$ cat src/rtl/vec_collect_6_pkg.sv
// Shared types and constants for the 6-lane row-sum collector.
package vec_collect_6_pkg;
  localparam int LANES            = 6;
  localparam int WORD_W           = 32;
  localparam int VEC_W            = LANES * WORD_W;
  localparam int IDX_W            = 3;
  localparam int ADD_LATENCY      = 12;
  localparam int TREE_LATENCY_DEF = 3 * ADD_LATENCY;
  localparam int MAX_DEPTH        = 4;
  localparam int PTR_W            = 2;
  localparam int CRED_W           = 3;

  localparam logic [IDX_W-1:0] LAST_IDX = IDX_W'(LANES - 1);

  typedef struct packed {
    logic             valid;
    logic [IDX_W-1:0] idx;
  } tag_t;

  function automatic logic [IDX_W-1:0] next_idx(input logic [IDX_W-1:0] idx);
    return (idx == LAST_IDX) ? '0 : idx + IDX_W'(1);
  endfunction
endpackage

$ cat src/rtl/vec_collect_6_if.sv
// Result vector stream (valid/ready) between the collector and its consumer.
interface vec_collect_6_if;
  import vec_collect_6_pkg::*;

  logic [VEC_W-1:0] m_tdata;
  logic             m_tvalid;
  logic             m_tready;

  modport master (output m_tdata, output m_tvalid, input m_tready);
  modport slave  (input m_tdata, input m_tvalid, output m_tready);
endinterface

$ cat src/rtl/vec_collect_6_tag_dly.sv
// Row tag delay line matching the adder tree latency; cleared by reset so
// in-flight rows are forgotten.
module tag_dly
  import vec_collect_6_pkg::*;
#(
  parameter int STAGES = TREE_LATENCY_DEF
) (
  input  logic clk,
  input  logic resetn,
  input  tag_t tag_in,
  output tag_t tag_out
);

  tag_t [STAGES-1:0] pipe_q, pipe_d;

  always_comb begin
    pipe_d    = pipe_q;
    pipe_d[0] = tag_in;
    for (int i = 1; i < STAGES; i++) begin
      pipe_d[i] = pipe_q[i-1];
    end
  end

  always_ff @(posedge clk) begin
    if (!resetn) begin
      pipe_q <= '0;
    end else begin
      pipe_q <= pipe_d;
    end
  end

  assign tag_out = pipe_q[STAGES-1];

endmodule

$ cat src/rtl/vec_collect_6.sv
// Collects six adder-tree row sums into a result vector and buffers finished
// vectors; credits stop upstream from starting a vector with no buffer slot.
module vec_collect_6
  import vec_collect_6_pkg::*;
#(
  parameter int TREE_LATENCY = TREE_LATENCY_DEF,
  parameter int DEPTH        = 2
) (
  input  logic              clk,
  input  logic              resetn,
  input  logic              row_issue,
  output logic              issue_ready,
  input  logic [WORD_W-1:0] S32,
  vec_collect_6_if.master   m,
  output logic              err
);

  localparam logic [PTR_W-1:0] PTR_LAST = PTR_W'(DEPTH - 1);
  localparam logic [CRED_W-1:0] DEPTH_C = CRED_W'(DEPTH);

  logic [IDX_W-1:0]        row_cnt_q, row_cnt_d;
  logic [CRED_W-1:0]       credits_q, credits_d;
  logic                    err_q, err_d;
  logic [VEC_W-WORD_W-1:0] asm_q, asm_d;
  logic [VEC_W-1:0]        mem_q [MAX_DEPTH];
  logic [VEC_W-1:0]        mem_d [MAX_DEPTH];
  logic [PTR_W-1:0]        wr_ptr_q, wr_ptr_d, rd_ptr_q, rd_ptr_d;
  logic [CRED_W-1:0]       count_q, count_d;
  logic                    accept, reserve, push, pop;
  tag_t                    tag_in, tag_tail;

  function automatic logic [PTR_W-1:0] ptr_inc(input logic [PTR_W-1:0] p);
    return (p == PTR_LAST) ? '0 : p + PTR_W'(1);
  endfunction

  // Mid-vector rows already own a credit, so only row 0 needs a free one.
  assign issue_ready = (row_cnt_q != '0) || (credits_q != '0);
  assign accept      = row_issue && issue_ready;
  assign reserve     = accept && (row_cnt_q == '0);
  assign m.m_tvalid  = (count_q != '0);
  assign m.m_tdata   = mem_q[rd_ptr_q];
  assign pop         = m.m_tvalid && m.m_tready;
  assign err         = err_q;
  assign tag_in      = '{valid: accept, idx: row_cnt_q};
  assign push        = tag_tail.valid && (tag_tail.idx == LAST_IDX);

  tag_dly #(.STAGES(TREE_LATENCY)) u_tag_dly (
    .clk     (clk),
    .resetn  (resetn),
    .tag_in  (tag_in),
    .tag_out (tag_tail)
  );

  always_comb begin
    row_cnt_d = accept ? next_idx(row_cnt_q) : row_cnt_q;
    err_d     = err_q || (row_issue && !issue_ready);

    credits_d = credits_q;
    if (reserve && !pop) begin
      credits_d = credits_q - CRED_W'(1);
    end else if (pop && !reserve) begin
      credits_d = credits_q + CRED_W'(1);
    end

    asm_d = asm_q;
    for (int k = 0; k < LANES - 1; k++) begin
      if (tag_tail.valid && (tag_tail.idx == IDX_W'(k))) begin
        asm_d[k*WORD_W +: WORD_W] = S32;
      end
    end

    // The last lane goes straight into the FIFO alongside the held lanes.
    mem_d    = mem_q;
    wr_ptr_d = wr_ptr_q;
    rd_ptr_d = rd_ptr_q;
    if (push) begin
      mem_d[wr_ptr_q] = {S32, asm_q};
      wr_ptr_d        = ptr_inc(wr_ptr_q);
    end
    if (pop) begin
      rd_ptr_d = ptr_inc(rd_ptr_q);
    end

    count_d = count_q;
    if (push && !pop) begin
      count_d = count_q + CRED_W'(1);
    end else if (pop && !push) begin
      count_d = count_q - CRED_W'(1);
    end
  end

  always_ff @(posedge clk) begin
    if (!resetn) begin
      row_cnt_q <= '0;
      credits_q <= DEPTH_C;
      err_q     <= 1'b0;
      asm_q     <= '0;
      wr_ptr_q  <= '0;
      rd_ptr_q  <= '0;
      count_q   <= '0;
      for (int i = 0; i < MAX_DEPTH; i++) begin
        mem_q[i] <= '0;
      end
    end else begin
      row_cnt_q <= row_cnt_d;
      credits_q <= credits_d;
      err_q     <= err_d;
      asm_q     <= asm_d;
      wr_ptr_q  <= wr_ptr_d;
      rd_ptr_q  <= rd_ptr_d;
      count_q   <= count_d;
      for (int i = 0; i < MAX_DEPTH; i++) begin
        mem_q[i] <= mem_d[i];
      end
    end
  end

endmodule
$ cat src/flat_wrapper.sv
// flat-port wrapper written by rule: the top's interface ports become plain ports
module vec_collect_6_flat import vec_collect_6_pkg::*;
#(
  parameter int TREE_LATENCY = TREE_LATENCY_DEF,
  parameter int DEPTH        = 2
)
  (clk, resetn, row_issue, issue_ready, S32, err, m_m_tdata, m_m_tvalid, m_m_tready);
  vec_collect_6_if m_i ();
  input  logic clk;
  input  logic resetn;
  input  logic row_issue;
  output logic issue_ready;
  input  logic [WORD_W-1:0] S32;
  output logic err;
  output wire logic [$bits(m_i.m_tdata)-1:0] m_m_tdata;
  output wire logic [$bits(m_i.m_tvalid)-1:0] m_m_tvalid;
  input wire logic [$bits(m_i.m_tready)-1:0] m_m_tready;
  assign m_m_tdata = m_i.m_tdata;
  assign m_m_tvalid = m_i.m_tvalid;
  assign m_i.m_tready = m_m_tready;
  vec_collect_6 #(.TREE_LATENCY(TREE_LATENCY), .DEPTH(DEPTH)) u_core (.clk(clk), .resetn(resetn), .row_issue(row_issue), .issue_ready(issue_ready), .S32(S32), .m(m_i), .err(err));
endmodule
$ cat config.mk
export PLATFORM = sky130hd
export DESIGN_NAME = vec_collect_6_flat
export DESIGN_NICKNAME = d
export VERILOG_FILES = /design/src/rtl/vec_collect_6_pkg.sv /design/src/rtl/vec_collect_6_if.sv /design/src/rtl/vec_collect_6_tag_dly.sv /design/src/rtl/vec_collect_6.sv /design/src/flat_wrapper.sv
export SDC_FILE = /design/constraint.sdc
export NUM_CORES = 2
export LEC_CHECK = 0
export BUFFER_PORTS_ARGS = -buffer_cell sky130_fd_sc_hd__buf_2
export CAP_MARGIN = 20
export CORE_ASPECT_RATIO = 2
export CORE_UTILIZATION = 61
export DETAILED_ROUTE_END_ITERATION = 7
export GPL_ROUTABILITY_DRIVEN = 1
export PLACE_DENSITY = 0.89
export SLEW_MARGIN = 10
export SYNTH_ARGS = -nofsm -noshare
export SYNTH_HDL_FRONTEND = slang
export SYNTH_SLANG_ARGS = --single-unit
$ cat constraint.sdc
create_clock -name clk -period 2.5 [get_ports clk]
set_input_delay 0.25 -clock clk [delete_from_list [all_inputs] [get_ports clk]]
set_output_delay 0.25 -clock clk [all_outputs]
set_load 0.01 [all_outputs]
==> results.toml <==
[run_status]
status = "finished clean"

[power_and_ir_drop]
p_int_mw = 25.1
p_comb_share_pct = 2.3
power_frac_clock_pct = 43.8
seq_power_share_pct = 53.8
total_power_mw = 32.2
p_switching_mw = 7.10
swShare_pct = 22.1
ir_drop_uv = 723
p_per_area_mw_per_mm2 = 666
leakage_nw = 20.9

[hold_path]
min_path_cells = 3
min_to = "u_core.asm_q[23]"
hold_path.startpoint = "S32[23]"
holdCritPathClass = "primary input to register"

[worst_setup_path]
cpPeakStageDelay_ns = 0.59
cp_cell_sequence = "buf_12, buf_12, mux4_2, buf_2"
slowest_stage = "mux4_2"
crit_buf_inv = 3
worst-path-max-fanout = 19
worstPathArrival_ns = 2.24
ff2ff_setup_slack_ns = 0.34
rr_worst_depth = 7
worstSetupPathType = "register to output pin"
path_common_cell = "buf_12"
path_delay_family = "buffers and inverters"
worstReg2RegStart = "u_core.count_q[0]"
critPathRequiredTime_ns = 2.25
crit_path_end_kind = "output pin"
rr_endpoint = "u_core.count_q[2]"
critPathLaunchType = "register"

[cts]
tritoncts = "built"
cts_root_buf = "clkbuf_16"
cts_buffer_depth = 3
clkSinkCount = 1086
cts_buffers = 88
htreeDepth = 3
cts.clk_slew.worst_paths_ns = 0.07
clk_latency_ns = 0.68

[job]
drv_cap = 0

[drt]
dr.pass1.iters = 8
dr_total_vias = 30200
first_iter_violations = 2316
wl_per_cell_microns = 22.1
routed_wl_microns = 113000
drc = 0
drtAntennaViolNets = 0
viasPerCell = 5.92

[final_layout]
stdcell_area_sq_mm = 0.0483
area_delta_synth_final_pct = 12.7
postLayoutCoreUtil_pct = 69.5
nFillCells = 4686
final_cell_mix = "nand2_1 (1287), dfxtp_1 (1084), mux2i_1 (771)"
layout_commonest_cell = "nand2_1"
fin_nets = 4170
drive_gt1_share_pct = 16.4

[die]
dieArea_sq_mm = 0.0714
ios = 231
fp.dieH_microns = 377
core.rowCount = 137
die_w_microns = 189
core_area_sq_mm = 0.0696
start_util_pct = 61.6

[global_routing]
grt_busiest_layer = "met2"
grt_max_degree = 118
grt_util_met3_pct = 5.65
grt_pass1_vias = 31300
grt_usage_pct = 31.1
antenna_found_initial = 0
grt_pass1_wl_microns = 171000
groute.layer.met2.usage_pct = 54.1
gr-total-overflow = 0
met1_usage_pct = 34.5

[sta]
hold_viol = 0
final.setup.tns_ns = 0
period_needed_ns = 2.49
finClkSkew_ns = 0.0154
maxSlewViolCount = 0
maxSlewHeadroom_pct = 55.9
max_freq_mhz = 401
worst_slew_pin_slew_ns = 0.661
grt_setup_unrepaired = "yes"
setup_viol = 0
timing.hold.ws_ns = 0.0243
post-route-period-util_pct = 99.8

[place]
placed_area_sq_mm = 0.0449
gp_congestion = 0.820
dp_hpwl_microns = 69300
io_buffers = 230

[synthesis]
synthCells = 4006
synth.yosys.seq_area_share_pct = 50.7
synth-seq-cells = 1086
syn_area_sq_mm = 0.0429
syn_nets = 4046
syn_avg_cell_area_sq_um = 10.7
synth.distinct_cells = 38
synth-warning-count = 0
-- state kept, by name, summed over array words and instances (netlist names) --
signal / count
u_core.mem_q: 768
u_core.asm_q: 160
u_core.u_tag_dly.pipe_d: 140
u_core.u_tag_dly.tag_out: 4
u_core.count_q: 3
u_core.credits_q: 3
u_core.row_cnt_q: 3
u_core.rd_ptr_q: 2
u_core.wr_ptr_q: 2
u_core.err: 1
-- kinds of logic (layout without fill, tap and decap cells) --
kind of cell             count (synthesis)  after routing  share of synthesized area, %
buffers and inverters                  314            509                          3.99
flip-flops                            1086           1086                          50.7
multiplexers                           963            963                          28.1
XOR/XNOR                                 6              6                         0.123
AO/OA/AOI/OAI                          170            170                          2.95
adder cells (fa/ha/maj)                  4              4                         0.152
other                                    0              1                             0
AND/OR/NAND/NOR                       1463           1463                          14.0
-- through the flow --
stage                     instances  setup slack [ns]
after floorplan                4006             0.444
after global placement         4928             0.446
after detailed placement       4928             0.380
after CTS                      5102           -0.0367
after global routing           5104           -0.0480
final                          5105           0.00624
-- what timing repair did --
action	in CTS	in global routing
resized for setup	35	25
setup buffers	3	0
hold buffers	10	0
pin swaps	0	0
endpoints found under the hold margin	25	0
cloned	0	2
setup endpoints to repair	186	109
-- synth_stat cells --
| cell type | count | share of area [%] |
|---|---|---|
| inv_1 | 1 | 0.0087 |
| ha_1 | 2 | 0.058 |
| nor4bb_1 | 1 | 0.023 |
| nand4bb_1 | 3 | 0.079 |
| mux2i_1 | 771 | 18 |
| a21boi_0 | 73 | 1.3 |
| and4b_1 | 2 | 0.047 |
| buf_6 | 5 | 0.13 |
| a31oi_1 | 1 | 0.015 |
| or3_1 | 3 | 0.044 |
| nor3_1 | 1 | 0.012 |
| and2_1 | 147 | 2.1 |
| buf_2 | 75 | 0.88 |
| nor2_1 | 2 | 0.018 |
| a22o_1 | 1 | 0.020 |
| nor4b_4 | 1 | 0.055 |
| a21oi_1 | 1 | 0.012 |
| o31ai_1 | 1 | 0.018 |
| buf_4 | 47 | 0.82 |
| fa_1 | 2 | 0.093 |
| xor2_1 | 2 | 0.041 |
| buf_1 | 13 | 0.11 |
| nand3b_1 | 3 | 0.053 |
| nor2b_1 | 3 | 0.044 |
| and4bb_2 | 3 | 0.088 |
| a21boi_1 | 90 | 1.6 |
| buf_8 | 20 | 0.70 |
| dfxtp_1 | 1086 | 51 |
| nand2_1 | 1288 | 11 |
| and3b_1 | 1 | 0.020 |
| mux4_2 | 192 | 10 |
| o21ai_0 | 3 | 0.035 |
| or4b_1 | 1 | 0.023 |
| nand4b_1 | 2 | 0.041 |
| and3_4 | 1 | 0.026 |
| clkbuf_1 | 153 | 1.3 |
| xnor2_1 | 4 | 0.082 |
| and3_1 | 1 | 0.015 |
-- final cells by class --
cell class | count | area [sq um] | share of cell area [%]
Multi-Input combinational cell | 2606 | 19500 | 40.2
Clock buffer | 118 | 2530 | 5.23
Timing Repair Buffer | 347 | 3070 | 6.36
Antenna cell | 1 | 2.50 | 0.00518
Clock inverter | 43 | 407 | 0.841
Inverter | 1 | 3.75 | 0.00776
Sequential cell | 1086 | 21700 | 45.0
Tap cell | 903 | 1130 | 2.34
-- power groups by stage --
| stage | combinational [mW] | clock [mW] | sequential [mW] |
|---|---|---|---|
| detailed placement | 0.719 | 0 | 17.7 |
| CTS | 0.738 | 14.3 | 17.3 |
| global route | 0.790 | 15.0 | 17.3 |
| floorplan | 0.384 | 0 | 17.7 |
| global placement | 0.715 | 0 | 17.7 |
| finish | 0.755 | 14.1 | 17.3 |
-- worst max-delay path by stage --
| stage | from | to | slack (ns) | depth (start not counted) |
|---|---|---|---|---|
| after detailed placement | u_core.count_q[0] | u_core.count_q[2] | 0.38 | 7 |
| after floorplan | u_core.count_q[0] | u_core.count_q[2] | 0.44 | 7 |
| after global routing | u_core.rd_ptr_q[0] | m_m_tdata[168] | -0.05 | 4 |
| final | u_core.rd_ptr_q[0] | m_m_tdata[57] | 0.006 | 4 |
| after CTS | u_core.rd_ptr_q[0] | m_m_tdata[157] | -0.04 | 4 |
| after global placement | u_core.rd_ptr_q[0] | m_m_tdata[127] | 0.45 | 3 |
-- layer usage --
layer / wire (microns) / vias to the layer above
li1: - / 13700
met4: 7440 / 0
met3: 7510 / 306
met2: 56500 / 1125
met1: 41300 / 15000
met5: 0 / -
-- tightest hold or removal path: cells and delay by family --
| kind | cells | cell delay, ns |
|---|---|---|
| and+or+nand+nor | 1 | 0.11 |
| buffers and inverters | 1 | 0.23 |
| AOI/OAI and AO/OA | 1 | 0.06 |
(Power assumes the default switching activity.)
